[config.mk]
export PLATFORM = sky130hd
export DESIGN_NAME = rs_issue_sched
export DESIGN_NICKNAME = d
export VERILOG_FILES = /design/src/rtl/rs_issue_sched.sv
export SDC_FILE = /design/constraint.sdc
export NUM_CORES = 1
export LEC_CHECK = 0
export ABC_AREA = 1
export BUFFER_PORTS_ARGS = -buffer_cell sky130_fd_sc_hd__clkbuf_2
export CORE_MARGIN = 2
export CORE_UTILIZATION = 56
export CTS_BUF_LIST = sky130_fd_sc_hd__clkbuf_16
export CTS_CLUSTER_SIZE = 14
export DETAILED_ROUTE_END_ITERATION = 10
export PLACE_DENSITY = 0.74
export SYNTH_ARGS = -nofsm -noshare
export SYNTH_HDL_FRONTEND = slang
export SYNTH_SLANG_ARGS = --single-unit
[constraint.sdc]
create_clock -name clk -period 29.2 [get_ports clk]
set_clock_uncertainty 0.15 [all_clocks]
set_input_delay 5.84 -clock clk [delete_from_list [all_inputs] [get_ports clk]]
set_output_delay 5.84 -clock clk [all_outputs]
set_load 0.1 [all_outputs]
[src/rtl/rs_issue_sched.sv]
// Reservation station with CDB wakeup and oldest-ready-first issue select.
// Holds up to DEPTH micro-ops; one insert and one issue per cycle.

package ooop_types;
  localparam int RS_PREG_W = 7;

  typedef struct packed {
    logic                 valid;
    logic [5:0]           rob_idx;
    logic [3:0]           op;
    logic [RS_PREG_W-1:0] prd;
    logic [RS_PREG_W-1:0] prs1;
    logic [RS_PREG_W-1:0] prs2;
    logic                 rs1_used;
    logic                 rs2_used;
    logic                 prs1_ready;
    logic                 prs2_ready;
  } rs_entry_t;
endpackage

module rs_issue_sched #(
  parameter int DEPTH  = 8,
  parameter int PREG_W = 7
) (
  input  logic                        clk,
  input  logic                        rst_n,
  input  logic                        flush_i,
  input  logic                        ins_valid_i,
  input  ooop_types::rs_entry_t       ins_entry_i,
  output logic                        ready_o,
  input  logic                        cdb_valid_i,
  input  logic [PREG_W-1:0]           cdb_prd_i,
  output logic                        issue_valid_o,
  output ooop_types::rs_entry_t       issue_entry_o,
  input  logic                        issue_ready_i,
  output logic [$clog2(DEPTH):0]      count_o
);

  localparam int IDX_W = $clog2(DEPTH);
  localparam int CNT_W = IDX_W + 1;

  logic [DEPTH-1:0]      occ_q;
  ooop_types::rs_entry_t ent_q [DEPTH];
  logic [IDX_W-1:0]      age_q [DEPTH];
  logic [CNT_W-1:0]      count_q;

  logic                  ins_fire;
  logic                  issue_fire;
  logic                  wake;
  logic                  free_found;
  logic [IDX_W-1:0]      ins_idx;
  logic [DEPTH-1:0]      elig;
  logic                  sel_found;
  logic [IDX_W-1:0]      sel_idx;
  logic [IDX_W-1:0]      sel_age;
  ooop_types::rs_entry_t ins_wr;

  // NOTE: every variable driven here gets a default before any condition,
  // otherwise a missed branch infers a latch; use blocking '=' in always_comb.
  always_comb begin
    ready_o    = (count_q < CNT_W'(DEPTH));
    ins_fire   = ins_valid_i && ready_o && !flush_i;
    wake       = cdb_valid_i && !flush_i;

    free_found = 1'b0;
    ins_idx    = '0;
    for (int i = 0; i < DEPTH; i++) begin
      if (!occ_q[i] && !free_found) begin
        free_found = 1'b1;
        ins_idx    = IDX_W'(i);
      end
    end

    // Eligibility looks only at registered state, so a slot written this
    // cycle cannot be chosen until the following one.
    for (int i = 0; i < DEPTH; i++) begin
      elig[i] = occ_q[i]
             && (!ent_q[i].rs1_used || ent_q[i].prs1_ready)
             && (!ent_q[i].rs2_used || ent_q[i].prs2_ready);
    end

    // Strict '>' keeps the lowest index on an age tie.
    sel_found = 1'b0;
    sel_idx   = '0;
    sel_age   = '0;
    for (int i = 0; i < DEPTH; i++) begin
      if (elig[i] && (!sel_found || age_q[i] > sel_age)) begin
        sel_found = 1'b1;
        sel_idx   = IDX_W'(i);
        sel_age   = age_q[i];
      end
    end

    issue_valid_o = sel_found && !flush_i;
    issue_entry_o = issue_valid_o ? ent_q[sel_idx] : '0;
    issue_fire    = issue_valid_o && issue_ready_i;
    count_o       = count_q;

    ins_wr       = ins_entry_i;
    ins_wr.valid = 1'b1;
    if (wake && ins_entry_i.rs1_used && ins_entry_i.prs1 == cdb_prd_i)
      ins_wr.prs1_ready = 1'b1;
    if (wake && ins_entry_i.rs2_used && ins_entry_i.prs2 == cdb_prd_i)
      ins_wr.prs2_ready = 1'b1;
  end

  // NOTE: sequential state uses non-blocking '<=' so every register samples
  // the same pre-edge values regardless of statement order.
  always_ff @(posedge clk or negedge rst_n) begin
    if (!rst_n) begin
      occ_q   <= '0;
      count_q <= '0;
      for (int i = 0; i < DEPTH; i++) age_q[i] <= '0;
    end else if (flush_i) begin
      occ_q   <= '0;
      count_q <= '0;
    end else begin
      for (int i = 0; i < DEPTH; i++) begin
        if (ins_fire && ins_idx == IDX_W'(i)) begin
          occ_q[i] <= 1'b1;
          age_q[i] <= '0;
        end else if (ins_fire && occ_q[i] && age_q[i] != IDX_W'(DEPTH - 1)) begin
          age_q[i] <= age_q[i] + 1'b1;
        end
      end
      // The inserted slot was free, so it never collides with the issued one.
      if (issue_fire) occ_q[sel_idx] <= 1'b0;
      count_q <= count_q + CNT_W'(ins_fire) - CNT_W'(issue_fire);
    end
  end

  // NOTE: the payload array has no reset; occ_q gates every use of it, and
  // leaving it unreset keeps it a plain register file.
  always_ff @(posedge clk) begin
    for (int i = 0; i < DEPTH; i++) begin
      if (ins_fire && ins_idx == IDX_W'(i)) begin
        ent_q[i] <= ins_wr;
      end else if (wake && occ_q[i]) begin
        if (ent_q[i].rs1_used && ent_q[i].prs1 == cdb_prd_i) ent_q[i].prs1_ready <= 1'b1;
        if (ent_q[i].rs2_used && ent_q[i].prs2 == cdb_prd_i) ent_q[i].prs2_ready <= 1'b1;
      end
    end
  end

endmodule

# Word-level counts from Yosys, hierarchy flattened
# Memory sizes are Yosys's and may differ from the RTL's.
# Index checks and enable logic that the tools add are counted.
# word_totals
output_inout_bits	42
regBits	36
in_bits	49
romBits	0
ramBits	280
memories	1
latchBits	0
# op_classes
n_reduce_logical	165
muxes	172
div	0
order_cmp	10
shifts	0
n_eq_ne	33
addsub	10
mul	0
bitwise	19
# memory_table
memory	depth	width	read_ports	rd_ports_with_merged_regs	write_ports	line_no	rtl
ent_q	8	35	9	0	8	43	ooop_types::rs_entry_t ent_q [DEPTH];
# op_table
operator	n
1-bit two-way mux	132
7-bit equality test	18
3-bit two-way mux	34
1-bit logical AND	88
1-bit zero test	37
36-bit two-way mux	1
3-bit by 1-bit adder with 3-bit output, second input constant	8
3-bit inequality test, second input constant	8
1-bit logical OR	23
3-bit greater-than comparator	7
8-bit two-way mux	2
1-bit bitwise OR	16
2-bit AND reduction	8
2-bit nonzero test	8
3-bit equality test, second input constant	4
8-bit bitwise AND	1
8-bit NOT	1
3-bit by 2-bit equality test with 1-bit output, second input constant	2
4-bit by 1-bit adder with 4-bit output	1
3-bit by 4-bit less-than comparator with 1-bit output, second input constant	1
4-bit less-than comparator, second input constant	1
4-bit two-way mux	1
4-bit by 1-bit subtractor with 4-bit output	1
1-bit demux with 3-bit select	1
5 further kinds	5

# Logic depth before layout (Yosys ltp)
# An unclocked memory read counts as a cell.
# logic_depth
word_depth	42
ltp_mapped	71
mapped_depth_nobuf	69

# Least setup slack after synthesis
# No wires, ideal clock.
# synth_timing
kind	register to output
start	memory ent_q[0][2] in the netlist's numbering
end	output issue_entry_o[26] in the netlist's numbering
n_path_buf	2
stages_incl_launch_ff	70
t_arrival_ps	8823
slack_ps	14387
path_cell_list	edfxtp_1 > nand2_1 > nand3_2 > clkinv_1 > nand2_1 > ha_1 > a21oi_1 > nand2_1 > nand2_1 > nand2_1 > nand2_1 > nand2_1 > o21ai_0 > ha_1 > a21oi_1 > nand2_1 > nand2_1 > nand2_1 > (+34 left out) > o21ai_0 > nand2_1 > nand2_1 > nand2_2 > nand3_1 > o21ai_0 > ha_1 > a21oi_1 > o21ai_0 > nand2_1 > nand2_2 > nand2_4 > buf_2 > buf_2 > nand3_1 > nand3_1 > nand3_1 > nor2_1
# synth_lines
element	line_no	rtl
start, declared	43	
end, declared	34	output ooop_types::rs_entry_t issue_entry_o,

==> metrics.csv <==
metric;value;unit
post_cts_buffers;0;
fin_crit;17590;ps
ys_seq_area_frac;0.5814;
clock_latency;520;ps
crit_family;simple AND/OR/NAND/NOR gates;
rrSetupSlack;18380;ps
cpMostUsedCell;nand2_1;
synth_area_per_cell;10.05;um^2
critPathKind;register to output pin;
cts_tree;built;
rsz0062_at_grt;no;
detail_route.wl_per_cell;20.96;um
antenna_found_initial;0;
drcViolationCount;0;
tightest_slew;1289;ps
layout_common_cells;nand3_1 (360), nand2_1 (336), edfxtp_1 (278), clkbuf_2 (89), inv_1 (86);
numCtsBuffers;35;
outcome;finished clean;
clkSinkCount;316;
tns;0;ps
synth.top_cells.by_area;edfxtp_1 (52%), nand3_1 (11%), nand2_1 (7.9%);
fin_nets;1740;
report.power.total;1044;uW
worstPathArrival;11600;ps
endpoint_kind;output pin;
htreeDepth;2;
yosys.area.top_type;edfxtp_1;
slew_headroom;0.1388;
vdd_drop_max;0.04356;mV
cp_slowest_cell;nor2_4;
hold_path.class;register to register;
p_per_area;59.30;nW/um^2
drt-total-wl;43.00;mm
place_area;16570;um^2
cts_resized;0;
finalInstanceArea;17600;um^2
grt_pass1_wl;67.38;mm
synthCells;1590;
rows;61;
cts-root-buf;clkbuf_16;
ctsHoldBuffers;0;
final_common_cell;nand3_1;
path_buf_inv;7;
hpwl;26.20;mm
cts.path.max_buffers;3;
vias;12500;
first_pass_iters;7;
ys_ff_latch;316;
period_share;0.6025;
yosys_warnings;0;
drive_gt1_frac;0.1178;
vias_per_cell;6.095;
grt_pass1_vias;11968;
max_stage_delay;760;ps
fmax;56.84;MHz
die_area;29900;um^2
critPathLaunchType;register;
synth_edf_count;278;
yosysUniqueCellTypes;48;
slew_violations;0;
start_util;0.5719;
grt_use_total;0.2885;
cp.required;23210;ps
syn_area;15980;um^2
portBuffers;89;
max_cap_violations;0;
critical_path.max_fanout;50;
synth_ff_type;edfxtp_1;
ant_nets;0;
p_leak;0.006977;uW
num_antenna_cells;0;
core;27930;um^2
path_clk_slew;60;ps
synth_top_area_frac;0.5225;
final_hold_viol_count;0;
final-setup-viol-count;0;
die_h;172.9;um
die_width;172.9;um
pin_count;91;
area_growth;10.16;%
first_iter_violations;1613;
async_reset_ff_frac;0.1139;
grt_max_degree;99;
synth_fp_nets;1681;
overflow;0;
gp_routability_congestion;0.8708;
==> area by class of cell <==
type	count	area [um^2]
tap	378	473.0
clock inverter	26	150.1
multi-input combinational	1102	5916
timing repair buffer	104	558.0
inverter	90	337.8
fill	2299	10330
sequential	316	9289
clock buffer	35	875.8
==> flip-flops by register name, summed over array words and instances, names as in the netlist <==
register,count
occ_q,8
age_q,24
count_o,4
ent_q,280
==> routing by layer <==
layer,GRT usage,vias up,part of all wire
met5,0,-,0
met4,0.1031,0,0.032
met3,0.05453,109,0.11
met2,0.4542,699,0.46
met1,0.4037,5942,0.40
li1,-,5750,-
==> where the power goes <==
part / internal, uW / leakage [uW] / switching, uW
clock network: 227 / 0.000527 / 175
registers: 506 / 0.00297 / 8.59
logic: 34.8 / 0.00348 / 92.2
total: 768 / 0.00698 / 276
==> path summary, 6_finish.rpt <==
| check | start | end | cells past startpoint |
|---|---|---|---|
| setup / recovery | ent_q[0][2]$_DFFE_PP_ | issue_entry_o[23] | 68 |
| hold / removal | age_q[1]$_DFFE_PN0P_ | age_q[1]$_DFFE_PN0P_ | 2 |
| setup reg to reg | ent_q[0][2]$_DFFE_PP_ | occ_q[4]$_DFF_PN0_ | 65 |
| hold reg to reg | age_q[1]$_DFFE_PN0P_ | age_q[1]$_DFFE_PN0P_ | 2 |
| max in group asynchronous | rst_n | age_q[19]$_DFFE_PN0P_ | 1 |
| min in group asynchronous | rst_n | age_q[3]$_DFFE_PN0P_ | 1 |
==> tightest hold or removal path, delay by kind of cell (launching register included) <==
kind | cells | cell delay (ps)
AND/OR/NAND/NOR | 2 | 120
flip-flops | 1 | 380
==> per-stage QoR <==
stage	hold slack (ps)	util	cells	worst slack (ps)
2_1_floorplan	325.0	-	1590	14390
3_5_place_dp	371.4	0.5933	1990	12250
4_1_cts	384.0	0.6300	2051	11720
6_report	381.4	0.6300	2051	11610
3_3_place_gp	355.7	0.5933	1990	12590
5_1_grt	408.6	0.6300	2051	10630
==> cell usage after synthesis (all sizes together), types with 2 or more instances <==
cell type	instances
o2111ai	2
o22ai	8
a22o	2
a211o	3
nor4	7
a31oi	5
a2111oi	7
nor2	86
and2	4
clkinv	2
xor2	42
buf	62
nand2	343
o211ai	3
xnor2	22
nor3	11
edfxtp	278
o21ai	59
a21oi	30
o31ai	2
a21o	2
o221ai	2
a221oi	6
a211oi	14
nand3	365
dfxtp	2
or2	12
clkbuf	20
ha	41
dfrtp	36
inv	88
nand4	20
==> kinds of logic (layout without fill, tap and decap cells) <==
kind of cell             count (synthesis)  in the layout  synth area share
AND/OR/NAND/NOR                        850            850            0.2433
AO/OA/AOI/OAI                          146            146           0.05623
buffers and inverters                  172            255           0.05059
flip-flops                             316            316            0.5814
adder cells (fa/ha/maj)                 42             42           0.03336
XOR/XNOR                                64             64           0.03508
Power figures use the tool's default switching activity.
